### src/rtl/leer_status_pkg.sv
// leer_status_pkg: control codes, status bit positions and FSM encoding shared by the status reader and writer
package leer_status_pkg;
  localparam logic [1:0] LEER_CODE = 2'd2;
  localparam logic [1:0] ESCR_CODE = 2'd3;
  localparam int FH_POS = 4;
  localparam int CRONO_POS = 3;
  typedef enum logic [2:0] {ESPERA, FASE0, MUESTRA1, MUESTRA2, ACTUALIZA, FALLO, HECHO} state_t;
  function automatic logic [2:0] sat_inc(input logic [2:0] v);
    return (v == 3'd7) ? v : v + 3'd1;
  endfunction
endpackage

### src/rtl/leer_status.sv
// leer_status: double-reads the RTC status byte on the bus tick grid and publishes the decoded flags
module leer_status
  import leer_status_pkg::*;
#(
  parameter logic [1:0] CTRL_LEER = LEER_CODE,
  parameter int BIT_FH = FH_POS,
  parameter int BIT_CRONO = CRONO_POS,
  parameter int MAX_REINT = 3
) (
  input  logic       reloj,
  input  logic       resetM,
  input  logic [1:0] Control,
  input  logic       enable_cont_16,
  input  logic       enable_cont_MS,
  input  logic [7:0] Dato_leido,
  output logic       en_lectura_bus,
  output logic       F_H_leido,
  output logic       crono_leido,
  output logic [7:0] status_raw,
  output logic       status_valido,
  output logic       error_status
);
  state_t state, nxt;
  logic [2:0] reint, reint_inc;
  logic [7:0] m1;
  logic tick, leer, miss;
  assign tick = enable_cont_16 & enable_cont_MS;
  assign leer = Control == CTRL_LEER;
  assign miss = state == MUESTRA2 && leer && tick && Dato_leido != m1;
  assign reint_inc = sat_inc(reint);
  always_comb begin
    nxt = state;
    case (state)
      ESPERA:    nxt = leer ? FASE0 : ESPERA;
      FASE0:     nxt = !leer ? ESPERA : tick ? MUESTRA1 : FASE0;
      MUESTRA1:  nxt = !leer ? ESPERA : tick ? MUESTRA2 : MUESTRA1;
      MUESTRA2:  nxt = !leer ? ESPERA : !tick ? MUESTRA2 : !miss ? ACTUALIZA :
                       reint_inc == 3'(MAX_REINT) ? FALLO : FASE0;
      ACTUALIZA: nxt = HECHO;
      FALLO:     nxt = HECHO;
      HECHO:     nxt = leer ? HECHO : ESPERA;
      default:   nxt = ESPERA;
    endcase
  end
  // outputs decode the next state so they line up with the state they describe
  always_ff @(posedge reloj) begin
    if (resetM) begin
      state <= ESPERA;
      reint <= 3'd0;
      m1 <= 8'd0;
      en_lectura_bus <= 1'b0;
      F_H_leido <= 1'b0;
      crono_leido <= 1'b0;
      status_raw <= 8'd0;
      status_valido <= 1'b0;
      error_status <= 1'b0;
    end else begin
      state <= nxt;
      en_lectura_bus <= nxt inside {FASE0, MUESTRA1, MUESTRA2};
      status_valido <= nxt == ACTUALIZA;
      error_status <= nxt == FALLO;
      reint <= nxt == ESPERA ? 3'd0 : miss ? reint_inc : reint;
      if (state == MUESTRA1 && nxt == MUESTRA2) m1 <= Dato_leido;
      if (nxt == ACTUALIZA) begin
        status_raw <= m1;
        F_H_leido <= m1[BIT_FH];
        crono_leido <= m1[BIT_CRONO];
      end
    end
  end
endmodule

### config.mk
export PLATFORM = sky130hd
export DESIGN_NAME = leer_status
export DESIGN_NICKNAME = d
export VERILOG_FILES = /design/src/rtl/leer_status_pkg.sv /design/src/rtl/leer_status.sv
export SDC_FILE = /design/constraint.sdc
export NUM_CORES = 1
export LEC_CHECK = 0
export BUFFER_PORTS_ARGS = -buffer_cell sky130_fd_sc_hd__buf_2
export CAP_MARGIN = 5
export CORE_MARGIN = 4
export CORE_UTILIZATION = 52
export CTS_CLUSTER_SIZE = 12
export DETAILED_ROUTE_END_ITERATION = 16
export GPL_TIMING_DRIVEN = 1
export PLACE_DENSITY = 0.89
export SYNTH_ARGS = -nofsm -noshare
export SYNTH_HDL_FRONTEND = slang
export SYNTH_SLANG_ARGS = --single-unit
### constraint.sdc
create_clock -name reloj -period 2.2 [get_ports reloj]
set_input_delay 0.11 -clock reloj [delete_from_list [all_inputs] [get_ports reloj]]
set_output_delay 0.11 -clock reloj [all_outputs]
set_load 0.02 [all_outputs]
; ---- Yosys cells after proc, flatten, opt, wreduce, memory -nomap -nowiden
; Index checks and enable logic that the tools add are counted.
; W data, S select, Z words.
[totals]
ff_bits = 27
out_inout_bits = 13
[classes]
bitwise = 1
eq_ne = 15
reduce_logical = 9
n_addsub = 1
mux = 12
[op_table]
columns = op, n
row1 = $eq A3 B3 Y1 const B, 6
row2 = $mux W3, 6
row3 = $pmux W3 S6, 1
row4 = $eq A3 B2 Y1 const B, 5
row5 = $ne A8 B8 Y1, 1
row6 = $eq A3 B1 Y1 const B, 2
row7 = $logic_not A3 Y1, 2
row8 = $mux W2, 3
row9 = $logic_and A1 B1 Y1, 4
row10 = $reduce_or A2 Y1, 2
row11 = $add A3 B1 Y3 const B, 1
row12 = $reduce_bool A3 Y1, 1
row13 = $eq A2 B2 Y1 const B, 1
row14 = $mux W1, 2
row15 = $and A1 B1 Y1, 1

; ---- Logic depth before layout (Yosys ltp)
; Gate-level depths: netlist (run 1).
[logic_depth]
depth_word = 10
mapped_depth = 6
mapped_depth_nobuf = 4

; ---- Worst setup path after synthesis (run 1)
; Ideal clock, no wire load.
[synth_timing]
kind = reg2reg
from = reg state[2]
to = reg m1[0]
path_stages_with_launch = 7
t_required_ps = 2072
t_arrival_ps = 1466
setup_time_ps = 128
path_buffers = 2
synth_period_minus_slack_ps = 1594
slack_ps = 606
cell_sequence = dfxtp_1 or3b_4 buf_6 nor4b_4 buf_6 mux2i_1 nor2_1
[synth_via]
elab_chain_len = 10
word_cells_on_any_way = 17
cone_classes = eq/ne (7) / mux (4) / reduce/logical (6)
[synth_rtl]
columns = item, line
row1 = from (decl), leer_status.sv:23  ; state_t state, nxt;
row2 = from (signal assigned), leer_status.sv:58  ; state <= nxt;
row3 = $eq A3 B2 Y1, "leer_status.sv:29, leer_status.sv:33"
row4 = $logic_and A1 B1 Y1 (3 in series), leer_status.sv:29  ; assign miss = state == MUESTRA2 && leer && tick && Dato_leido != m1;
row5 = $mux W3 (3 in series), leer_status.sv:37  ; MUESTRA2: nxt = !leer ? ESPERA : !tick ? MUESTRA2 : !miss ? ACTUALIZA :
row6 = $pmux W3 S6, leer_status.sv:33  ; case (state)
row7 = $eq A3 B2 Y1, leer_status.sv:63  ; if (state == MUESTRA1 && nxt == MUESTRA2) m1 <= Dato_leido;
row8 = $logic_and A1 B1 Y1 (*), leer_status.sv:63
row9 = to (signal assigned), leer_status.sv:63
row10 = to (decl), leer_status.sv:25  ; logic [7:0] m1;
; Every way passes the cells marked *; elsewhere a longest branch is shown, timed or not.
; A chain may end at the register's enable or synchronous reset.

; ---- Worst setup path after layout (run 1)
[layout_timing]
from = reg state[2]
to = reg m1[2]
; Same word-level chain as after synthesis.

==> impl_results.md, run 1 <==
* Final nets at 170
* Drt pass-1 iters at 4
* R2R setup slack at 0.50 ns
* Routed Wire Length at 2.85 mm
* Number of global-route vias before repair at 1,113
* Max capacitance violation total at 0
* # IOs at 27
* Post-Synthesis Cells at 131
* Post-CTS Resized at 0
* P_leak at 0.500 nW
* Initial Util at 0.552
* Tmin final at 1.70 ns
* Remaining DRCs at 0
* PortBufs at 26
* Final Skew at 0.00839 ns
* Critical Path Sink Type: flip-flop
* DP Wirelength at 2.12 mm
* Placer Congestion at 0.814
* Fillers at 207
* Area growth, synth to finish at 12.6%
* R2R cell count at 5
* Core area at 2250 sq um
* Largest net degree at the start of global routing at 28
* WL/cell at 15.6 um
* WP data required at 2.42 ns
* Worst Path Max Fanout at 11
* Setup_tns at 0 ns
* Ant diodes at 0
* Hold Path End: m1[5]
* Setup CP Type: flip-flop to flip-flop
* Post-route ant nets at 0
* RSZ-0062 raised after global routing: false
* Die X at 56.9 um
* Period utilization at 0.774
* Total Power at 731 uW
* Slew Limit Fails at 0
* Total number of H-tree levels at 1
* Peak supply drop at 0.345 mV
* Vias at 1,086
* Reg-to-Reg Start: state[2]
* Hold path cells at 3
* Root buf cell: clkbuf_4
* Sequential share of the synthesized area at 0.402
* First-pass GRT wire length at 4.84 mm
* Post-synthesis cell area at 1240 sq um
* Crit path launch type: flip-flop
* Post-Layout Inst Area at 1400 sq um
* Hold buffers post-CTS at 0
* Synth unique cells at 33
* Clock sinks at 25
* Share of layout cells above drive strength 1 at 0.266
* Clk_lat worst skew at 0.33 ns
* Die Ht at 56.9 um
* Post-CTS Setup Repair Bufs at 0
* F_max at 587 MHz
* Max-slew headroom at 0.700
* Pwr/cell area at 522 nW/um^2
* Placed cell areas at 1370 sq um
* Final Hold Fails at 0
* Count of state elements after synthesis at 25
* WP data arrival at 1.93 ns
* GRT Overall Usage at 0.184
* Worst hold path class: primary input to flip-flop
* Measured slew at the worst slew-check pin at 0.449 ns
* Vias per inst at 5.97
* Mean Syn Cell Area at 9.49 sq um
* RR Endpoint: m1[2]
* Worst hold start: Dato_leido[5]
* Clock buffer depth at 2
* CTS tree: done
* YS warnings at 0
* Grt total ovfl at 0
* Clock slew at reported path FFs at 0.15 ns
* Total CTS buffers at 3
* Initial antenna violation count at 0
* DR iter-0 viols at 40
* Setup-failing EPs final at 0
* Row count at 17
* Post-synthesis net count at 146
* Outcome: finished clean
* DIE AREA at 3240 sq um
[sequential cells by signal, summed over array words and instances, names as in the netlist]
name / flops
reint: 3
m1: 8
status_valido: 1
status_raw: 8
error_status: 1
state: 3
en_lectura_bus: 1
[how the worst max path moves through the flow]
| stage | start | end | slack [ns] | cells past startpoint |
|---|---|---|---|---|
| 2_1_floorplan | state[2] | m1[0] | 0.61 | 6 |
| 3_3_place_gp | state[2] | m1[3] | 0.58 | 5 |
| 3_5_place_dp | state[2] | error_status | 0.51 | 4 |
| 4_1_cts | state[2] | error_status | 0.49 | 4 |
| 5_1_grt | m1[7] | error_status | 0.33 | 4 |
| 6_report | state[2] | m1[2] | 0.50 | 5 |
[cell families (layout without fill, tap and decap cells)]
kind of cell    after synthesis  in the layout  share of synthesized area
simple gates                 46             46                      0.228
compound gates               26             26                      0.146
flops                        25             25                      0.402
buf+inv                      13             36                     0.0614
mux                          11             11                     0.0885
xor+xnor                      9              9                     0.0634
fa+ha+maj                     1              1                     0.0101
[layout by cell type, fill, tap and decap left out, drive strengths merged, types with 2 or more instances in the layout]
cell type and n:
o41ai 7, inv 2, a21oi 11, nand3b 4, or3b 2, o21ai 2
nor2 10, mux2i 11, xnor2 9, nor4b 2, nand2b 4, buf 30
nand3 3, dfxtp 25, clkbuf 3, nand4 10, o22ai 2, and4 2
nand2 5
[worst max-delay path, cell delays in order, from the launching register on]
cell and delay, ns:
dfxtp_1 0.37, or3b_4 0.46, nor4b_4 0.26, buf_4 0.23, mux2i_1 0.22, nor2_1 0.06
[report_power, final]
part | switching (mW) | internal, mW | total (mW)
clock | 0.148 | 0.0696 | 0.217
combinational | 0.0346 | 0.0233 | 0.0579
sequential | 0.00185 | 0.454 | 0.456
total | 0.184 | 0.547 | 0.731
[metrics by stage]
| stage | std cells | utilization | hold WS, ns | setup slack, ns |
|---|---|---|---|---|
| finish | 182 | 0.621 | 0.0345 | 0.498 |
| global route | 182 | 0.621 | 0.0530 | 0.330 |
| CTS | 182 | 0.621 | 0.0388 | 0.491 |
| detailed placement | 178 | 0.608 | 0.384 | 0.513 |
| global placement | 178 | 0.608 | 0.370 | 0.578 |
| floorplan | 131 | - | 0.257 | 0.606 |
[layer usage]
layer / global-route usage / wire length (um)
met5: 0 / 0
met3: 0.0368 / 202
met1: 0.235 / 1250
met4: 0.0695 / 53
met2: 0.303 / 1350
[final cells by class]
cell class / count / area [sq um] / area share
Inverter: 2 / 7.51 / 0.00536
Timing Repair Buffer: 30 / 160 / 0.114
Clock buffer: 3 / 22.5 / 0.0161
Clock inverter: 1 / 7.51 / 0.00536
Sequential cell: 25 / 500 / 0.357
Multi-Input combinational cell: 93 / 667 / 0.476
Tap cell: 28 / 35.0 / 0.0250
[synth_stat cells]
library cell | number | area (sq um)
ha_1 | 1 | 12.5
nor2_1 | 10 | 37.5
o211ai_1 | 1 | 7.51
buf_2 | 3 | 15.0
nand2b_1 | 4 | 25.0
o41ai_1 | 7 | 61.3
and2_2 | 1 | 7.51
nand2_1 | 5 | 18.8
clkbuf_2 | 1 | 5.00
o21ba_2 | 1 | 10.0
xnor2_1 | 9 | 78.8
buf_6 | 2 | 22.5
nor4b_4 | 1 | 23.8
nor3_1 | 1 | 5.00
or3b_2 | 1 | 8.76
dfxtp_1 | 25 | 500
clkbuf_1 | 3 | 11.3
o21ai_0 | 2 | 10.0
a21oi_1 | 11 | 55.1
nand4_1 | 10 | 62.6
and4_1 | 2 | 17.5
mux2i_1 | 11 | 110
or2_2 | 1 | 6.26
inv_1 | 2 | 7.51
a2111oi_2 | 1 | 15.0
or3b_4 | 1 | 11.3
nand3_1 | 3 | 15.0
nand3b_1 | 4 | 30.0
nor4b_1 | 1 | 8.76
o22ai_1 | 2 | 12.5
buf_4 | 2 | 15.0
or3_1 | 1 | 6.26
o211a_1 | 1 | 10.0
Note: power is estimated with default switching activity, not from simulation.
==> inputs of run 2 (changes only) <==
Settings changed: ABC_AREA from default to 1, CORE_ASPECT_RATIO from default to 0.5, CORE_UTILIZATION 52 to 48, PLACE_DENSITY 0.89 to 0.86.
Clock period 2.2 ns to 1.5 ns, I/O delays scaled along.
==> run 2 against run 1 <==
The run now ends with setup timing left. Clock-buffer cell count grew 1. Cell count increased by 36%. Combinational power grew 100%. Wire length increased by 6.7%. Clock power rose by 85%. Critical path depth is 6 higher. Utilization up 7.8 points.
==> impl_results.md, run 2 <==
* Total Power at 1.19 mW (+62%)
* Worst Path Max Fanout at 7 (-4)
* Clk_lat worst skew at 0.27 ns (-0.06 ns)
* Post-route ant nets at 0 (unchanged)
* Mean Syn Cell Area at 7.55 sq um (-20%)
* Clock sinks at 25 (unchanged)
* Reg-to-Reg Start: m1[2]
* Synth area leaders: dfxtp_1 39%, nand2_1 12%, a21oi_2 5.4%
* Peak supply drop at 0.326 mV (-5.5%)
* Most frequent cells in the layout: 38 x nand2_1, 26 x buf_2, 17 x nor2_1, 16 x dfxtp_1, 13 x inv_1
* Max-slew headroom at 0.802 (+0.101)
* Vias per inst at 4.99 (-16%)
* Final nets at 228 (+34%)
* Inst Count DP at 236 (+33%)
* Placer Congestion at 0.850 (+4.4%)
* Drt pass-1 iters at 4 (unchanged)
* Tmin final at 1.54 ns (-0.160 ns)
* WP data required at 1.67 ns (-0.75 ns)
* Pwr/cell area at 710 nW/um^2 (+36%)
* Commonest non-fill, non-tap cell in the layout: nand2_1
* DIE AREA at 3650 sq um (+13%)
* GRT Overall Usage at 0.148 (-0.0357)
* Number of global-route vias before repair at 1,006 (-9.6%)
* Slowest-stage cell, CP: dfxtp_2
* Ant diodes at 0 (unchanged)
* Final Hold Fails at 0 (unchanged)
* Largest regs: m1: 8 flops, status_raw: 8 flops
* PortBufs at 26 (unchanged)
* DR iter-0 viols at 120 (+200%)
* Initial antenna violation count at 0 (unchanged)
* Clock slew at reported path FFs at 0.09 ns (-0.06 ns)
* Clock buffer depth at 2 (unchanged)
* Count leader, synth: nand2_1
* Register area at 512 sq um (+2.3%)
* R2R setup slack at -0.04 ns (-0.54 ns)
* Worst hold slack at 0.0530 ns (+0.0185 ns)
* Async SR Flop Fraction at 0 (unchanged)
* Post-synthesis net count at 187 (+28%)
* Setup CP Type: flip-flop to flip-flop
* Sequential share of the synthesized area at 0.385 (-0.0171)
* Synth area leader: dfxtp_1
* DP Wirelength at 1.97 mm (-6.8%)
* Post-Place Setup Slack at 0.0324 ns (-0.481 ns)
* Critical Path Sink Type: flip-flop
* Final setup margin at -0.0423 ns (-0.540 ns)
* Slew Limit Fails at 0 (unchanged)
* Measured slew at the worst slew-check pin at 0.296 ns (-0.154 ns)
* YS warnings at 0 (unchanged)
* Synth unique cells at 28 (-15%)
* Area share of the largest cell type after synthesis at 0.385 (-0.0171)
* Max capacitance violation total at 0 (unchanged)
* Finished Core Util at 0.699 (+0.0782)
* Count of state elements after synthesis at 25 (unchanged)
* Vias at 1,232 (+13%)
* First-pass GRT wire length at 4.18 mm (-14%)
* Post-Synthesis Cells at 172 (+31%)
* Largest net degree at the start of global routing at 19 (-32%)
* Total CTS buffers at 3 (unchanged)
* Period utilization at 1.03 (+0.254)
* Total number of H-tree levels at 1 (unchanged)
* Violated checks: setup timing
* Worst hold path class: primary input to flip-flop
* Crit path launch type: flip-flop
* Remaining DRCs at 0 (unchanged)
* # IOs at 27 (unchanged)
* Worst hold start: Dato_leido[1]
* WL/cell at 12.3 um (-21%)
* Initial Util at 0.544 (-0.00758)
* Crit-path max cell delay at 0.33 ns (-0.13 ns)
* EDFF count, synth at 0 (unchanged)
* CTS tree: done
* Share of layout cells above drive strength 1 at 0.425 (+0.158)
* Main synth FF type: dfxtp_1
* Routed Wire Length at 3.04 mm (+6.7%)
* Root buf cell: clkbuf_8
* Final Skew at 0.00235 ns (-0.00604 ns)
* Outcome: complete, but fails checks
* Row count at 12 (-5)
* Delay-heaviest family, CP: simple AND/OR/NAND/NOR gates
* Die Ht at 44.8 um (-21%)
* Fillers at 176 (-15%)
* Multi-input gate area at 712 sq um (+6.8%)
* Synth top cells by count: 40 x nand2_1, 25 x dfxtp_1, 17 x inv_1, 17 x nor2_1, 11 x o21ai_0
* Grt total ovfl at 0 (unchanged)
* Core area at 2390 sq um (+5.9%)
* CP cell instances: xnor2_1 -> nand2_1 -> nor2_2 -> nand2_2 -> nand2_4 -> nand2_4 -> nor2_8 -> buf_6 -> nand3_2 -> nand2_1 -> nor2_1
* WP data arrival at 1.71 ns (-0.22 ns)
* Crit path launch: m1[2]
* P_leak at 0.764 nW (+53%)
* Post-synthesis cell area at 1300 sq um (+4.4%)
* Non-Filler Instances at 247 (+36%)
* F_max at 648 MHz (+10%)
* Die X at 81.6 um (+43%)
* Area growth, synth to finish at 28.5%
* Setup-failing EPs final at 6 (+6)
* Worst path buffer plus inverter count at 1 (unchanged)
* RSZ-0062 raised after global routing: true
## run 2: cell count changes after synthesis, sizes merged, moves of 5 or more
| cell | before | now |
|---|---|---|
| o21ai | 2 | 12 |
| mux2i | 11 | 1 |
| nor2 | 10 | 20 |
| a21oi | 11 | 16 |
| xnor2 | 9 | 3 |
| nand3 | 3 | 11 |
| nand2 | 5 | 46 |
| o41ai | 7 | 0 |
| inv | 2 | 22 |
| nand4 | 10 | 2 |
## run 2: cell type report
cell class / count / share of cell area
multi-input cells: 120 / 0.427
flip-flops and latches: 25 / 0.307
repair buffers: 41 / 0.164
inverters: 22 / 0.0495
clock buffers: 4 / 0.0270
well taps: 35 / 0.0262
## run 2: power breakdown
part	internal (mW)	switching, mW	total [mW]
sequential	0.665	0.00190	0.667
clock	0.190	0.211	0.401
combinational	0.0492	0.0687	0.118
total	0.904	0.281	1.19
## run 2: stage by stage
stage | setup TNS (ns) | instance area (sq um)
finish | -0.222 | 1670
global route | -1.75 | 1670
CTS | 0 | 1550
detailed placement | 0 | 1500
global placement | 0 | 1500
floorplan | 0 | 1300
## run 2: cell families (layout without fill, tap and decap cells)
logic type,after synthesis,in the layout,synth area share
mux,1,1,0.00771
simple gates,80,81,0.303
buf+inv,28,67,0.107
flops,25,25,0.385
fa+ha+maj,1,1,0.00963
xor+xnor,4,4,0.0270
compound gates,33,33,0.160
## run 2: repair_timing
item	4_1_cts	5_1_grt
resized for setup	0	25
setup endpoints to repair	0	15
hold buffers	1	0
hold endpoints to repair	2	0
setup buffers	0	5
## run 2: worst paths after layout
| check | endpoint | cells past startpoint |
|---|---|---|
| min | m1[1] | 3 |
| max reg2reg | status_raw[7] | 11 |
| max | status_raw[7] | 11 |
| min reg2reg | status_raw[1] | 2 |
## run 2: routing by layer
metal,routed length [um],track usage,vias up
met5,0,0,-
met4,41,0.0404,0
met1,1370,0.187,558
li1,-,-,625
met3,209,0.0359,7
met2,1420,0.256,42
## run 2: tightest hold or removal path, cell delays in order
cell	delay, ns
buf_2	0.11
inv_2	0.05
a21oi_1	0.05
==> inputs of run 3 (changes only) <==
Settings changed: RECOVER_POWER from default to 25, SLEW_MARGIN from default to 10.
==> run 3 against run 2 <==
The run still ends with setup timing left. Sequential power is essentially flat. Register-to-register slack is essentially flat. Hold slack lost 0.0038 ns. Clock skew is essentially flat. Wire length shrank 0.23%. Cell area shrank 0.45%. Sequential share of layout area grew 0.14 points. Clock power is essentially flat. Clock-buffer cell count is the same. Worst setup slack gained 0.0057 ns. Critical path depth is the same.
==> impl_results.md, run 3 (same netlist as run 2, synthesis figures left out) <==
* Setup CP Type: flip-flop to flip-flop
* RSZ-0062 raised after global routing: true
* Crit path launch type: flip-flop
* Grt total ovfl at 0 (unchanged)
* DP Wirelength at 1.97 mm (unchanged)
* Final nets at 228 (unchanged)
* Largest regs: m1: 8 flops, status_raw: 8 flops
* Setup-failing EPs final at 6 (unchanged)
* Slew Limit Fails at 0 (unchanged)
* Root buf cell: clkbuf_8
* Final setup margin at -0.0366 ns (+0.00569 ns)
* Area growth, synth to finish at 27.9%
* Placer Congestion at 0.850 (unchanged)
* Vias at 1,233 (+0.081%)
* WL/cell at 12.3 um (-0.23%)
* F_max at 651 MHz (+0.37%)
* R2R setup slack at -0.04 ns (about the same)
* Crit path launch: m1[2]
* Measured slew at the worst slew-check pin at 0.294 ns (-0.00109 ns)
* Routed Wire Length at 3.03 mm (-0.23%)
* Reg-to-Reg Start: m1[2]
* WP data required at 1.67 ns (about the same)
* Number of global-route vias before repair at 1,006 (unchanged)
* End of the critical path: status_raw[4]
* Share of layout cells above drive strength 1 at 0.396 (-0.0283)
* Core area at 2390 sq um (unchanged)
* Worst hold slack at 0.0493 ns (-0.00376 ns)
* Post-route ant nets at 0 (unchanged)
* Finished Core Util at 0.696 (-0.00314)
* First-pass GRT wire length at 4.18 mm (unchanged)
* Largest net degree at the start of global routing at 19 (unchanged)
* R2R cell count at 11 (unchanged)
* Total CTS buffers at 3 (unchanged)
* Violated checks: setup timing
* Tmin final at 1.54 ns (-0.00569 ns)
* Worst hold path class: primary input to flip-flop
* # IOs at 27 (unchanged)
* Die Ht at 44.8 um (unchanged)
* Drt pass-1 iters at 4 (unchanged)
* Worst Path Max Fanout at 7 (unchanged)
* Max capacitance violation total at 0 (unchanged)
* CTS tree: done
* Fillers at 180 (+2.3%)
* Clk_lat worst skew at 0.27 ns (about the same)
* Commonest non-fill, non-tap cell in the layout: nand2_1
* Final Skew at 0.00246 ns (+0.000110 ns)
* WP data arrival at 1.71 ns (about the same)
* Clock slew at reported path FFs at 0.09 ns (about the same)
* Remaining DRCs at 0 (unchanged)
* Clock buffer depth at 2 (unchanged)
* Peak supply drop at 0.327 mV (+0.11%)
* RR Endpoint: status_raw[4]
* Clock sinks at 25 (unchanged)
* Pwr/cell area at 714 nW/um^2 (+0.53%)
* Most frequent cells in the layout: 38 x nand2_1, 20 x buf_2, 17 x nor2_1, 16 x dfxtp_1, 13 x inv_1
* Period utilization at 1.02 (-0.00380)
* Total number of H-tree levels at 1 (unchanged)
* Initial antenna violation count at 0 (unchanged)
* Outcome: complete, but fails checks
* Ant diodes at 0 (unchanged)
* GRT Overall Usage at 0.148 (unchanged)
* Final Hold Fails at 0 (unchanged)
* P_leak at 0.738 nW (-3.4%)
* Initial Util at 0.544 (unchanged)
* Max-slew headroom at 0.802 (about the same)
* Row count at 12 (unchanged)
* Critical Path Sink Type: flip-flop
* DIE AREA at 3650 sq um (unchanged)
* Vias per inst at 4.99 (about the same)
* DR iter-0 viols at 122 (+1.7%)
* Die X at 81.6 um (unchanged)
* PortBufs at 26 (unchanged)
run 3: stage by stage:
step | power [mW] | TNS (ns) | setup WS [ns] | instance area [sq um] | cells
floorplan | 0.746 | 0 | 0.143 | 1300 | 172
global placement | 0.779 | 0 | 0.0594 | 1500 | 236
detailed placement | 0.781 | 0 | 0.0324 | 1500 | 236
CTS | 1.18 | 0 | 0.0145 | 1550 | 241
global route | 1.23 | -1.75 | -0.174 | 1660 | 247
finish | 1.19 | -0.186 | -0.0366 | 1660 | 247
run 3: layout make-up:
| type | count | area, sq um | area share |
|---|---|---|---|
| multi-input combinational | 120 | 712 | 0.428 |
| sequential | 25 | 512 | 0.308 |
| timing repair buffer | 41 | 267 | 0.160 |
| inverter | 22 | 82.6 | 0.0497 |
| clock buffer | 4 | 45.0 | 0.0271 |
| tap | 35 | 43.8 | 0.0264 |
run 3: timing repair:
action / CTS / global route
setup endpoints to repair: 0 / 15
buffers inserted: 0 / 5
hold endpoints to repair: 2 / 0
hold buffers: 1 / 0
gates resized for setup: 0 / 25
run 3: how the worst min path moves through the flow:
stage / startpoint / to / slack [ns] / cells past startpoint
finish: Dato_leido[1] / m1[1] / 0.05 / 3
global route: Dato_leido[1] / m1[1] / 0.06 / 3
CTS: Dato_leido[1] / m1[1] / 0.05 / 3
detailed placement: resetM / state[0] / 0.27 / 2
global placement: resetM / state[0] / 0.27 / 2
floorplan: resetM / state[0] / 0.15 / 1
run 3: routing by layer:
layer | vias to the layer above | share of wire | track usage
met3 | 9 | 0.077 | 0.0359
met1 | 550 | 0.45 | 0.187
met5 | - | 0 | 0
met2 | 50 | 0.46 | 0.256
met4 | 0 | 0.019 | 0.0404
li1 | 624 | - | -
run 3: worst max-delay path, stage by stage (launching register included):
cell     delay [ns]
dfxtp_2        0.33
xnor2_1        0.13
nand2_1        0.10
nor2_2         0.12
nand2_2        0.09
nand2_4        0.08
nand2_4        0.08
nor2_8         0.17
buf_6          0.16
nand3_2        0.07
nand2_1        0.06
nor2_1         0.04
run 3: power breakdown:
| group | internal [mW] | switching, mW |
|---|---|---|
| combinational | 0.0489 | 0.0685 |
| clock | 0.190 | 0.212 |
| sequential | 0.665 | 0.00193 |
| total | 0.904 | 0.282 |
